==> config.mk <==
export PLATFORM = sky130hd
export DESIGN_NAME = and_stim_gen
export DESIGN_NICKNAME = d
export VERILOG_FILES = /design/src/rtl/and_stim_gen.sv
export SDC_FILE = /design/constraint.sdc
export NUM_CORES = 1
export LEC_CHECK = 0
export ABC_AREA = 1
export BUFFER_PORTS_ARGS = -buffer_cell sky130_fd_sc_hd__buf_2
export CAP_MARGIN = 20
export CORE_AREA = 5 5 70 72
export CTS_BUF_LIST = sky130_fd_sc_hd__clkbuf_8
export CTS_CLUSTER_SIZE = 8
export DETAILED_ROUTE_END_ITERATION = 6
export DIE_AREA = 0 0 75 77
export PLACE_DENSITY = 0.82
export SLEW_MARGIN = 20
export SYNTH_ARGS = -nofsm -noshare
export SYNTH_HDL_FRONTEND = slang
export SYNTH_SLANG_ARGS = --single-unit
==> constraint.sdc <==
create_clock -name i_clk -period 2.4 [get_ports i_clk]
set_input_delay 0.24 -clock i_clk [delete_from_list [all_inputs] [get_ports i_clk]]
set_output_delay 0.24 -clock i_clk [all_outputs]
set_load 0.02 [all_outputs]
==> src/rtl/and_stim_gen.sv <==
// -----------------------------------------------------------------------------
// and_stim_gen
//   Stimulus source for a registered two-input AND stage. Drives the stage's
//   a/b inputs through the vectors 00, 01, 10, 11, holding each vector for a
//   programmable number of cycles and repeating the sequence a programmable
//   number of loops. A start/busy/done handshake lets a controller sequence
//   runs. After the last vector, a few flush cycles with a=b=0 let the
//   downstream pipeline drain.
//
//   Optional feature macro: AND_STIM_CHECKER_EN
//     When defined, an in-line checker compares the AND stage's returned c
//     against the expected AND, one cycle late.
//     When undefined, the checker ports and logic are absent.
//
// Parameters
//   HOLD_W  width of i_hold_cycles (0 is treated as 1)
//   LOOP_W  width of i_num_loops   (0 is treated as 1)
//   FLUSH   idle cycles (a=b=0, busy=1) after the last vector
//
// Ports
//   i_clk          clock; all logic on posedge
//   i_reset_n      synchronous active-low reset
//   i_start        run request, only honoured in IDLE
//   i_hold_cycles  cycles per vector, latched when start is accepted
//   i_num_loops    loops per run, latched when start is accepted
//   o_a / o_b      registered stimulus bits (vector MSB / LSB)
//   o_busy         high during DRIVE and FLUSH
//   o_done         one-cycle pulse at the end of a run
//   i_c_in         [checker] c returned from the AND stage
//   o_err          [checker] one-cycle pulse per mismatch
//   o_err_count    [checker] saturating mismatch count
// -----------------------------------------------------------------------------
module and_stim_gen #(
    parameter int HOLD_W = 8,
    parameter int LOOP_W = 8,
    parameter int FLUSH  = 2
) (
    input  logic              i_clk,
    input  logic              i_reset_n,
    input  logic              i_start,
    input  logic [HOLD_W-1:0] i_hold_cycles,
    input  logic [LOOP_W-1:0] i_num_loops,
    output logic              o_a,
    output logic              o_b,
    output logic              o_busy,
`ifdef AND_STIM_CHECKER_EN
    input  logic              i_c_in,
    output logic              o_err,
    output logic [7:0]        o_err_count,
`endif
    output logic              o_done
);

    typedef enum logic [1:0] {
        ST_IDLE  = 2'd0,
        ST_DRIVE = 2'd1,
        ST_FLUSH = 2'd2,
        ST_DONE  = 2'd3
    } state_t;

    localparam bit FLUSH_EN = (FLUSH > 0);
    localparam int FL_W     = (FLUSH > 1) ? $clog2(FLUSH) : 1;
    localparam logic [FL_W-1:0]   FL_LAST  = FL_W'(FLUSH_EN ? (FLUSH - 1) : 0);
    localparam logic [HOLD_W-1:0] HOLD_ONE = HOLD_W'(1'b1);
    localparam logic [LOOP_W-1:0] LOOP_ONE = LOOP_W'(1'b1);

    state_t            r_state;
    logic [HOLD_W-1:0] r_hold_lat;
    logic [LOOP_W-1:0] r_loop_lat;
    logic [HOLD_W-1:0] r_hold_cnt;
    logic [LOOP_W-1:0] r_loop_cnt;
    logic [1:0]        r_idx;
    logic [FL_W-1:0]   r_flush_cnt;
    logic              r_a;
    logic              r_b;
    logic              r_busy;
    logic              r_done;

    logic              w_start_acc;
    logic [HOLD_W-1:0] w_hold_eff;
    logic [LOOP_W-1:0] w_loop_eff;
    logic              w_hold_last;
    logic              w_vec_last;
    logic              w_loop_last;

    assign w_start_acc = (r_state == ST_IDLE) && i_start;

    // Zero hold/loop requests are promoted to 1 so every run drives all vectors.
    assign w_hold_eff  = (i_hold_cycles == {HOLD_W{1'b0}}) ? HOLD_ONE : i_hold_cycles;
    assign w_loop_eff  = (i_num_loops   == {LOOP_W{1'b0}}) ? LOOP_ONE : i_num_loops;

    // Terminal-count compares use latched value minus one, so all-ones
    // settings count to the top without needing a wider counter.
    assign w_hold_last = (r_hold_cnt == (r_hold_lat - HOLD_ONE));
    assign w_vec_last  = (r_idx == 2'd3);
    assign w_loop_last = (r_loop_cnt == (r_loop_lat - LOOP_ONE));

    assign o_a    = r_a;
    assign o_b    = r_b;
    assign o_busy = r_busy;
    assign o_done = r_done;

    // Run sequencer: state, counters and all registered stimulus outputs.
    always_ff @(posedge i_clk) begin
        if (!i_reset_n) begin
            r_state     <= ST_IDLE;
            r_hold_lat  <= {HOLD_W{1'b0}};
            r_loop_lat  <= {LOOP_W{1'b0}};
            r_hold_cnt  <= {HOLD_W{1'b0}};
            r_loop_cnt  <= {LOOP_W{1'b0}};
            r_idx       <= 2'd0;
            r_flush_cnt <= {FL_W{1'b0}};
            r_a         <= 1'b0;
            r_b         <= 1'b0;
            r_busy      <= 1'b0;
            r_done      <= 1'b0;
        end else begin
            case (r_state)
                ST_IDLE: begin
                    r_done <= 1'b0;
                    r_a    <= 1'b0;
                    r_b    <= 1'b0;
                    if (w_start_acc) begin
                        // Vector 00 and busy appear together on the next cycle.
                        r_state    <= ST_DRIVE;
                        r_hold_lat <= w_hold_eff;
                        r_loop_lat <= w_loop_eff;
                        r_hold_cnt <= {HOLD_W{1'b0}};
                        r_loop_cnt <= {LOOP_W{1'b0}};
                        r_idx      <= 2'd0;
                        r_busy     <= 1'b1;
                    end else begin
                        r_busy <= 1'b0;
                    end
                end

                ST_DRIVE: begin
                    if (w_hold_last) begin
                        r_hold_cnt <= {HOLD_W{1'b0}};
                        if (w_vec_last) begin
                            r_idx <= 2'd0;
                            r_a   <= 1'b0;
                            r_b   <= 1'b0;
                            if (w_loop_last) begin
                                r_loop_cnt <= {LOOP_W{1'b0}};
                                if (FLUSH_EN) begin
                                    r_state     <= ST_FLUSH;
                                    r_flush_cnt <= {FL_W{1'b0}};
                                end else begin
                                    r_state <= ST_DONE;
                                    r_busy  <= 1'b0;
                                    r_done  <= 1'b1;
                                end
                            end else begin
                                r_loop_cnt <= r_loop_cnt + LOOP_ONE;
                            end
                        end else begin
                            // Outputs take the next index directly so a/b stay registered.
                            r_idx <= r_idx + 2'd1;
                            {r_a, r_b} <= r_idx + 2'd1;
                        end
                    end else begin
                        r_hold_cnt <= r_hold_cnt + HOLD_ONE;
                    end
                end

                ST_FLUSH: begin
                    r_a <= 1'b0;
                    r_b <= 1'b0;
                    if (r_flush_cnt == FL_LAST) begin
                        r_state     <= ST_DONE;
                        r_flush_cnt <= {FL_W{1'b0}};
                        r_busy      <= 1'b0;
                        r_done      <= 1'b1;
                    end else begin
                        r_flush_cnt <= r_flush_cnt + FL_W'(1'b1);
                    end
                end

                ST_DONE: begin
                    // Start is ignored here; the earliest new run is the next IDLE cycle.
                    r_state <= ST_IDLE;
                    r_done  <= 1'b0;
                    r_busy  <= 1'b0;
                end

                default: begin
                    r_state <= ST_IDLE;
                    r_a     <= 1'b0;
                    r_b     <= 1'b0;
                    r_busy  <= 1'b0;
                    r_done  <= 1'b0;
                end
            endcase
        end
    end

`ifdef AND_STIM_CHECKER_EN
    logic       r_exp;
    logic       r_chk_vld;
    logic       r_err;
    logic [7:0] r_err_count;
    logic       w_mismatch;

    // The AND stage registers its inputs, so its c lags a/b by one cycle;
    // r_exp and r_chk_vld are delayed by the same amount.
    assign w_mismatch  = r_chk_vld && (i_c_in != r_exp);
    assign o_err       = r_err;
    assign o_err_count = r_err_count;

    // In-line checker: expected-value pipeline, error pulse and saturating count.
    always_ff @(posedge i_clk) begin
        if (!i_reset_n) begin
            r_exp       <= 1'b0;
            r_chk_vld   <= 1'b0;
            r_err       <= 1'b0;
            r_err_count <= 8'd0;
        end else begin
            r_exp     <= r_a & r_b;
            r_chk_vld <= (r_state == ST_DRIVE) || (r_state == ST_FLUSH);
            r_err     <= w_mismatch;
            if (w_start_acc) begin
                r_err_count <= 8'd0;
            end else if (w_mismatch && (r_err_count != 8'hFF)) begin
                r_err_count <= r_err_count + 8'd1;
            end else begin
                r_err_count <= r_err_count;
            end
        end
    end
`endif

endmodule

==> flow_summary.toml <==
[status]
run_status = "finished clean"

[placed_design]
dp.cells = 435
dpl_cell_area_um2 = 2650
post-place-ws_ns = 0.377
port_buffers = 22
routabilityCongestion = 0.884
dp_hpwl_mm = 4.18

[logic_synthesis]
ys_ff_latch = 41
synth.avg_cell_area_um2 = 6.85
synthTopCellsByArea = "dfxtp_1 33%, nand2_1 11%, nor2_1 8.6%"
synth_common_cells = "72 x nand2_1, 58 x nor2_1, 41 x dfxtp_1"
ys_types = 28
synth_top_area_share_pct = 32.6
async_flop_share_pct = 0
synth_top_cell_by_area = "dfxtp_1"
synth.most_common_cell = "nand2_1"
yosysWarningCount = 0
syn_nets = 396
ys.flop_type = "dfxtp_1"
syn-cell-area_um2 = 2520
syn_inst = 368
ys_seq_area_share_pct = 32.6
synth_edf_count = 0

[pwr]
comb_power_share_pct = 48.0
p_switching_mw = 1.19
power_density_nw_per_um2 = 974
leakage_nw = 1.21
switching_share_pct = 44.9
internal-power_mw = 1.46
p_seq_share_pct = 35.9
power.share.clock_pct = 16.0
ir_drop_mv = 0.479
p_total_mw = 2.66

[sta]
finalCriticalPeriod_ns = 2.04
setup_slack_ns = 0.355
rsz0062_at_grt = "no"
fmax_mhz = 489
tightest_slew_ns = 0.454
slew_headroom_pct = 69.6
fin_skew_ns = 0.00985
min_period_over_period_pct = 85.2
finalSetupViolations = 0
hold_violations = 0
tns_ns = 0
finalMaxSlewViolations = 0
fin_hold_ws_ns = 0.219

[worst_setup_path]
arrival_ns = 2.22
r2r_start = "r_hold_lat[0]"
crit_slowest_cell = "dfxtp_1"
cp_max_fo = 14
cp.required_ns = 2.57
crit_type = "reg -> reg"
cp-start-kind = "register"
r2r-end = "r_loop_cnt[6]"
worstSetupEndpointType = "register"
cpPeakStageDelay_ns = 0.35
crit_chain = "inv_1 > ha_1 > inv_1 > nand2_1 > nand3_1 > nand2_1 > nor2_1 > nand3_2 > nor2_2 > nand3_2 > nand2_4 > nand2_2 > nand2_1 > a21oi_1"
ff2ff_path_depth = 14
cp_common_cell = "nand2_1"
cp_num_buf_inv = 2
critPathTopFamily = "simple AND/OR/NAND/NOR gates"
reg2reg_slack_ns = 0.36

[route]
via_per_inst = 5.40
drc = 0
postRouteAntennaNets = 0
wl_per_cell_um = 12.4
vias = 2390
first_pass_iters = 4
totalWireLength_mm = 5.51
drtIter0Drc = 195

[floorplanning]
die_x_um = 75
die_h_um = 77
start_util_pct = 59.5
core_um2 = 4230
rows = 24
io_pins = 23
dieArea_um2 = 5780

[layout]
fillerInstances = 366
final_util_pct = 64.4
design_area_um2 = 2730
n_antenna_cell = 0
nets = 418
drive_above_1_share_pct = 13.6
fin_cells = 443
area_growth_pct = 8.24

[global_routing]
grt_pass1_wl_mm = 9.10
grt_max_degree = 28
globalRouteTotalUtil_pct = 19.8
antenna_found_initial = 0
grt-ovfl-total = 0
grt_pass1_vias = 2102

[clock_network]
clock_sinks = 41
numCtsBuffers = 5
cts_root_buf = "clkbuf_8"
htree_levels = 2
clkLatencyLatePin_ns = 0.30
cts_tree = "yes"
cts_resized = 0
hold_buffers = 0
max-clock-path-buffers = 2
post_cts_buffers = 0
clkTransAtPathRegs_ns = 0.08

[run]
cap_violations = 0

[hold_path]
min_path_cells = 3
min_path_type = "in -> reg"
worstHoldStart = "i_num_loops[6]"
hold_path_end = "r_loop_lat[6]"
[cells by family after synthesis]
| kind of cell | share of synthesized area, % |
|---|---|
| buf+inv | 8.29 |
| fa+ha+maj | 4.47 |
| compound gates | 10.2 |
| simple gates | 35.5 |
| flops | 32.6 |
| xor+xnor | 9.04 |
[placed cells by master (no fill, tap or decap), types with 3 or more instances in the layout]
| cell | count |
|---|---|
| nand2_1 | 72 |
| nor2_1 | 58 |
| dfxtp_1 | 41 |
| inv_1 | 40 |
| nand3_1 | 29 |
| a21oi_1 | 23 |
| buf_2 | 22 |
| o21ai_0 | 19 |
| xor2_1 | 18 |
| nand2_2 | 9 |
| ha_1 | 9 |
| nand4_1 | 8 |
| xnor2_1 | 8 |
| nor2_2 | 6 |
| nor3_1 | 5 |
| clkbuf_8 | 5 |
| a211oi_1 | 4 |
| nor4_1 | 3 |
[worst max path at each step]
| stage | from | endpoint | slack [ns] | depth (start not counted) |
|---|---|---|---|---|
| after floorplan | r_hold_lat[0] | r_state[0] | 0.62 | 15 |
| after global placement | r_loop_lat[0] | r_state[0] | 0.47 | 14 |
| after detailed placement | r_hold_lat[0] | r_loop_cnt[6] | 0.38 | 14 |
| after CTS | r_hold_lat[0] | r_loop_cnt[6] | 0.36 | 14 |
| after global routing | r_hold_lat[0] | r_loop_cnt[1] | 0.17 | 15 |
| final | r_hold_lat[0] | r_loop_cnt[6] | 0.36 | 14 |
[worst min-delay path: cells and delay by family]
family                 cells  cell delay [ns]
and+or+nand+nor            1             0.08
AOI/OAI and AO/OA          1             0.08
buffers and inverters      1             0.09
[power groups by stage]
stage | registers [mW] | clock network, mW | logic [mW]
floorplan | 0.957 | 0 | 1.03
global placement | 0.963 | 0 | 1.23
detailed placement | 0.966 | 0 | 1.26
CTS | 0.950 | 0.440 | 1.27
global route | 0.970 | 0.464 | 1.45
finish | 0.954 | 0.426 | 1.28
[routing by layer]
metal,share of wire (%),vias to the layer above,track usage (%)
met2,48,63,32.3
li1,-,1228,-
met5,0,-,0
met3,5.2,7,3.14
met4,1.6,0,7.47
met1,46,1092,25.6
[layout make-up]
type,instances,area [µm²],share of cell area [%]
Sequential cell,41,821,30.1
Timing Repair Buffer,24,125,4.59
Clock buffer,5,68.8,2.52
Inverter,39,146,5.37
Tap cell,52,65.1,2.39
Multi-Input combinational cell,279,1490,54.6
Clock inverter,3,11.3,0.413
[registers in the layout, indices dropped and copies added, names as in the netlist]
name         cells
r_hold_cnt       8
r_loop_cnt       8
r_state          2
r_loop_lat       8
o_a              1
r_idx            2
r_hold_lat       8
r_flush_cnt      1
o_b              1
o_busy           1
o_done           1
Power figures use the tool's default switching activity.
